===== config.mk =====
export PLATFORM = sky130hd
export DESIGN_NAME = sram_like_arbiter
export DESIGN_NICKNAME = d
export VERILOG_FILES = /design/src/rtl/cpu_defs.sv /design/src/rtl/arb_tag_fifo.sv /design/src/rtl/sram_like_arbiter.sv
export SDC_FILE = /design/constraint.sdc
export NUM_CORES = 1
export LEC_CHECK = 0
export CORE_AREA = 3 3 110 112
export CTS_CLUSTER_SIZE = 12
export DETAILED_ROUTE_END_ITERATION = 16
export DIE_AREA = 0 0 113 115
export PLACE_DENSITY = 0.74
export RECOVER_POWER = 100
export SYNTH_ARGS = -nofsm -noshare
export SYNTH_HDL_FRONTEND = slang
export SYNTH_SLANG_ARGS = --single-unit

===== constraint.sdc =====
create_clock -name clk -period 4.2 [get_ports clk]
set_input_delay 0.84 -clock clk [delete_from_list [all_inputs] [get_ports clk]]
set_output_delay 0.84 -clock clk [all_outputs]
set_load 0.02 [all_outputs]

===== src/rtl/cpu_defs.sv =====
// Shared CPU-side encodings: arbiter owner tags, sram access sizes, arbiter FSM states.
package cpu_defs;
   localparam logic ARB_TAG_INST = 1'b0;
   localparam logic ARB_TAG_DATA = 1'b1;

   localparam logic [1:0] SRAM_SIZE_BYTE = 2'd0;
   localparam logic [1:0] SRAM_SIZE_HALF = 2'd1;
   localparam logic [1:0] SRAM_SIZE_WORD = 2'd2;

   typedef enum logic {
      ARB_IDLE   = 1'b0,
      ARB_LOCKED = 1'b1
   } arb_state_e;
endpackage


===== src/rtl/arb_tag_fifo.sv =====
// 1-bit synchronous FIFO holding the owner tag of every accepted, unanswered request.
module arb_tag_fifo #(
   parameter int DEPTH = 4
) (
   input  logic clk,
   input  logic reset,
   input  logic push_i,
   input  logic din_i,
   input  logic pop_i,
   output logic dout_o,
   output logic full_o,
   output logic empty_o
);
   localparam int PW = $clog2(DEPTH);

   logic [DEPTH-1:0] tags_q;
   logic [PW-1:0]    wr_ptr_q, rd_ptr_q;
   logic [PW:0]      count_q;
   logic             do_push, do_pop;

   assign full_o  = (count_q == (PW+1)'(DEPTH));
   assign empty_o = (count_q == '0);
   assign dout_o  = tags_q[rd_ptr_q];
   assign do_push = push_i && !full_o;
   assign do_pop  = pop_i && !empty_o;

   // Pointers are PW bits wide, so they wrap at DEPTH (a power of 2) on their own.
   always_ff @(posedge clk or posedge reset) begin
      if (reset) begin
         tags_q   <= '0;
         wr_ptr_q <= '0;
         rd_ptr_q <= '0;
         count_q  <= '0;
      end else begin
         if (do_push) begin
            tags_q[wr_ptr_q] <= din_i;
            wr_ptr_q         <= wr_ptr_q + PW'(1);
         end
         if (do_pop)
            rd_ptr_q <= rd_ptr_q + PW'(1);
         if (do_push && !do_pop)
            count_q <= count_q + (PW+1)'(1);
         else if (do_pop && !do_push)
            count_q <= count_q - (PW+1)'(1);
      end
   end
endmodule


===== src/rtl/sram_like_arbiter.sv =====
// Shares one sram-like memory port between inst_sram and data_sram; grant is locked until
// addr_ok and in-order responses are routed back via an owner-tag FIFO.
module sram_like_arbiter
   import cpu_defs::*;
#(
   parameter int MAX_OUTSTANDING = 4,
   parameter int STARVE_LIMIT    = 3
) (
   input  logic        clk,
   input  logic        reset,
   input  logic        inst_sram_req,
   input  logic [1:0]  inst_sram_size,
   input  logic [31:0] inst_sram_addr,
   output logic        inst_sram_addr_ok,
   output logic        inst_sram_data_ok,
   output logic [31:0] inst_sram_rdata,
   input  logic        data_sram_req,
   input  logic        data_sram_wr,
   input  logic [1:0]  data_sram_size,
   input  logic [3:0]  data_sram_wstrb,
   input  logic [31:0] data_sram_addr,
   input  logic [31:0] data_sram_wdata,
   output logic        data_sram_addr_ok,
   output logic        data_sram_data_ok,
   output logic [31:0] data_sram_rdata,
   output logic        mem_req,
   output logic        mem_wr,
   output logic [1:0]  mem_size,
   output logic [3:0]  mem_wstrb,
   output logic [31:0] mem_addr,
   output logic [31:0] mem_wdata,
   input  logic        mem_addr_ok,
   input  logic        mem_data_ok,
   input  logic [31:0] mem_rdata
);
   localparam int SW = $clog2(STARVE_LIMIT + 1);

   arb_state_e    state_q, state_d;
   logic          owner_q, owner_d;
   logic [SW-1:0] starve_q, starve_d;

   logic inst_force, win_data, sel_any, sel_data, accept;
   logic fifo_full, fifo_empty, head_tag, pop;

   // Once locked, the owner keeps the port even if the other master wins priority.
   always_comb begin
      inst_force = inst_sram_req && (starve_q == SW'(STARVE_LIMIT));
      win_data   = data_sram_req && !inst_force;
      sel_any    = win_data || inst_sram_req;
      sel_data   = win_data;
      if (state_q == ARB_LOCKED) begin
         sel_any  = 1'b1;
         sel_data = (owner_q == ARB_TAG_DATA);
      end
   end

   assign mem_req = sel_any && !fifo_full;
   assign accept  = mem_req && mem_addr_ok;

   always_comb begin
      mem_wr    = 1'b0;
      mem_size  = 2'b00;
      mem_wstrb = 4'b0000;
      mem_addr  = 32'h0;
      mem_wdata = 32'h0;
      if (sel_any && sel_data) begin
         mem_wr    = data_sram_wr;
         mem_size  = data_sram_size;
         mem_wstrb = data_sram_wstrb;
         mem_addr  = data_sram_addr;
         mem_wdata = data_sram_wdata;
      end else if (sel_any) begin
         mem_size  = inst_sram_size;
         mem_addr  = inst_sram_addr;
      end
   end

   assign inst_sram_addr_ok = accept && !sel_data;
   assign data_sram_addr_ok = accept && sel_data;

   arb_tag_fifo #(.DEPTH(MAX_OUTSTANDING)) u_tag_fifo (
      .clk     (clk),
      .reset   (reset),
      .push_i  (accept),
      .din_i   (sel_data ? ARB_TAG_DATA : ARB_TAG_INST),
      .pop_i   (pop),
      .dout_o  (head_tag),
      .full_o  (fifo_full),
      .empty_o (fifo_empty)
   );

   // A response with nothing outstanding is dropped rather than popped.
   assign pop               = mem_data_ok && !fifo_empty;
   assign inst_sram_data_ok = pop && (head_tag == ARB_TAG_INST);
   assign data_sram_data_ok = pop && (head_tag == ARB_TAG_DATA);
   assign inst_sram_rdata   = inst_sram_data_ok ? mem_rdata : 32'h0;
   assign data_sram_rdata   = data_sram_data_ok ? mem_rdata : 32'h0;

   always_comb begin
      state_d = state_q;
      owner_d = owner_q;
      case (state_q)
         ARB_IDLE:
            if (mem_req && !mem_addr_ok) begin
               state_d = ARB_LOCKED;
               owner_d = sel_data ? ARB_TAG_DATA : ARB_TAG_INST;
            end
         ARB_LOCKED:
            if (accept) state_d = ARB_IDLE;
         default: state_d = ARB_IDLE;
      endcase
   end

   always_comb begin
      starve_d = starve_q;
      if (!inst_sram_req || inst_sram_addr_ok)
         starve_d = '0;
      else if (data_sram_addr_ok && (starve_q != SW'(STARVE_LIMIT)))
         starve_d = starve_q + SW'(1);
   end

   always_ff @(posedge clk or posedge reset) begin
      if (reset) begin
         state_q  <= ARB_IDLE;
         owner_q  <= ARB_TAG_INST;
         starve_q <= '0;
      end else begin
         state_q  <= state_d;
         owner_q  <= owner_d;
         starve_q <= starve_d;
      end
   end

   always @(posedge clk) begin
      if (!reset)
         assert (!(mem_data_ok && fifo_empty))
            else $error("sram_like_arbiter: mem_data_ok with no outstanding request");
   end
endmodule


==> results.txt <==
number of fillers in the final layout -> 1106
CTS buffer count -> 3
GP Congestion -> 0.806
core area -> 11300 um^2
Initial DRC Count -> 123
crit path DAT -> 3.13 ns
Worst-path clk slew -> 0.05 ns
Total Power -> 2.74 mW
gr ovfl total -> 0
CP required -> 3.36 ns
layout cell share with drive strength beyond 1 -> 2.66%
Initial Util -> 18.6%
DP HPWL -> 8390 um
worst vdd ir -> 0.271 mV
Worst Setup End Kind -> output pin
Setup TNS Final -> 0 ns
Final Critical Period -> 3.97 ns
share of the yosys chip area belonging to registers -> 17.8%
max_slew headroom -> 35.2%
status -> finished clean
Post-synth EDFFs -> 0
#FFs+latches synth -> 15
routed len/inst -> 14.0 um
fin crit share -> 94.6%
top_reg_cell synth -> dfrtp_1
nets -> 752
Mapped Area -> 2110 um^2
die width -> 113 um
Max Cap Viol -> 0
WL final -> 10400 um
share of the synthesized area in the top cell type -> 18.9%
syn_nets -> 492
vias in the first global route -> 3118
pwr/cell area -> 537 nW/um^2
Netlist cell types -> 37
Leak -> 2.42 nW
Final Hold Viols -> 0
R2R Setup Slk -> 1.61 ns
Ports -> 283
number of remaining DRC errors -> 0
first-pass GRT wire length -> 15700 um
die area -> 13000 um^2
# diodes -> 0
Syn Area/Cell -> 6.16 um^2
ranking of synthesized cells by area -> nand2_1 (19%), dfrtp_1 (18%), and2_1 (11%)
RSZ-0062 raised after global routing -> false
count leader, synth -> nand2_1
worst slew pin tran -> 0.972 ns
list of most frequent post-synthesis cells -> nand2_1 (106), a21oi_1 (38), and2_1 (38), nor2_1 (37), and3_1 (32)
DR pass1 iterations -> 4
global-route usage over all layers -> 14.4%
Synth Instances -> 342
Setup Crit Path Kind -> in2out
H-tree depth -> 1
clk sink count -> 15
CTS tree -> done
CTS max path bufs -> 2
yosys warns -> 0
Die Y -> 115 um
worst-path maximum fanout -> 73
largest net degree at the start of global routing -> 74
Startpoint Class -> input pin
setup bufs post-CTS -> 0
largest area contributor in the netlist -> nand2_1
Fmax -> 252 MHz
Port Buf Inserts -> 282
Row Count -> 39
clock insertion delay at the later pin of the skew report -> 0.25 ns
Slew Limit Fails -> 0
initial antenna violation count -> 0
Via density -> 4.26
antenna-violating nets left -> 0
FFs w/ async S/R, synth -> 100%
setup violators final -> 0
detailed-route via count -> 3169
clk root buf -> clkbuf_16
Hold WC Path Type -> reg2reg
Post-Route Skew -> 0.00313 ns
Layout area overhead -> 142%
logic make-up after synthesis:
| kind of cell | synth area share, % |
|---|---|
| mux | 3.80 |
| compound gates | 13.4 |
| buf+inv | 8.61 |
| fa+ha+maj | 4.51 |
| xor+xnor | 2.49 |
| simple gates | 49.3 |
| flops | 17.8 |
area by class of cell:
class / instances / area [um^2] / share of cell area [%]
clock buffer: 3 / 75.1 / 1.47
clock inverter: 1 / 5.00 / 0.0981
inverter: 6 / 22.5 / 0.442
multi-input combinational: 290 / 1550 / 30.5
sequential: 15 / 375 / 7.36
tap: 143 / 179 / 3.51
timing repair buffer: 286 / 2890 / 56.7
stage by stage:
stage | instances | hold slack, ns | cell area, um^2 | utilization [%] | setup slack [ns]
5_1_grt | 744 | 0.531 | 5100 | 45.1 | 0.0737
2_1_floorplan | 342 | 0.453 | 2110 | - | 1.39
6_report | 744 | 0.498 | 5100 | 45.1 | 0.226
4_1_cts | 744 | 0.508 | 5110 | 45.1 | 0.134
3_3_place_gp | 740 | 0.474 | 5030 | 44.4 | 0.256
3_5_place_dp | 740 | 0.498 | 5030 | 44.4 | 0.149
report_power, final:
part	switching, mW	internal [mW]
clock network	0.0623	0.127
logic	1.27	0.992
registers	0.0732	0.213
worst paths after layout:
path / cells past startpoint / start / endpoint
worst max register to register: 10 / register / u_tag_fifo.count_q[2]
min in group asynchronous: 2 / reset / u_tag_fifo.wr_ptr_q[1]
worst max-delay path: 7 / inst_sram_req / mem_addr[29]
worst min-delay path: 1 / u_tag_fifo.rd_ptr_q[1] / u_tag_fifo.rd_ptr_q[1]
worst min register to register: 1 / u_tag_fifo.rd_ptr_q[1] / u_tag_fifo.rd_ptr_q[1]
max in group asynchronous: 2 / reset / u_tag_fifo.count_q[2]
cells in the final DEF, fill, tap and decap left out, types with 4 or more instances in the layout:
master / count
clkdlybuf4s50_1: 142
a21oi_1: 38
and3_1: 32
dfrtp_1: 15
a31oi_1: 4
xnor2_1: 4
and2_1: 38
inv_1: 6
ha_1: 6
dlygate4sd3_1: 140
nand2_1: 106
nor2_1: 38
critical path: stages:
cell	delay [ns]
clkdlybuf4s50_1	0.56
a21boi_2	0.30
mux2_4	0.21
buf_12	0.24
nand2_1	0.09
a21oi_1	0.18
dlygate4sd3_1	0.69
per-layer routing:
layer / GRT usage (%) / wire (um)
met2: 25.4 / 5470
met1: 17.5 / 4040
met5: 0 / 0
met3: 3.79 / 754
met4: 3.29 / 139
timing repair:
action	4_1_cts	5_1_grt
gates resized for setup	0	1
endpoints found under the setup margin	0	1
hold buffers	0	0
sequential cells by signal, indices dropped and copies added, names as in the netlist, named ones only:
register and cells:
owner_q 1, starve_q 2, u_tag_fifo.count_q 3, u_tag_fifo.rd_ptr_q 2, u_tag_fifo.tags_q 4, u_tag_fifo.wr_ptr_q 2
No activity file was read; power rests on OpenSTA's default activity.
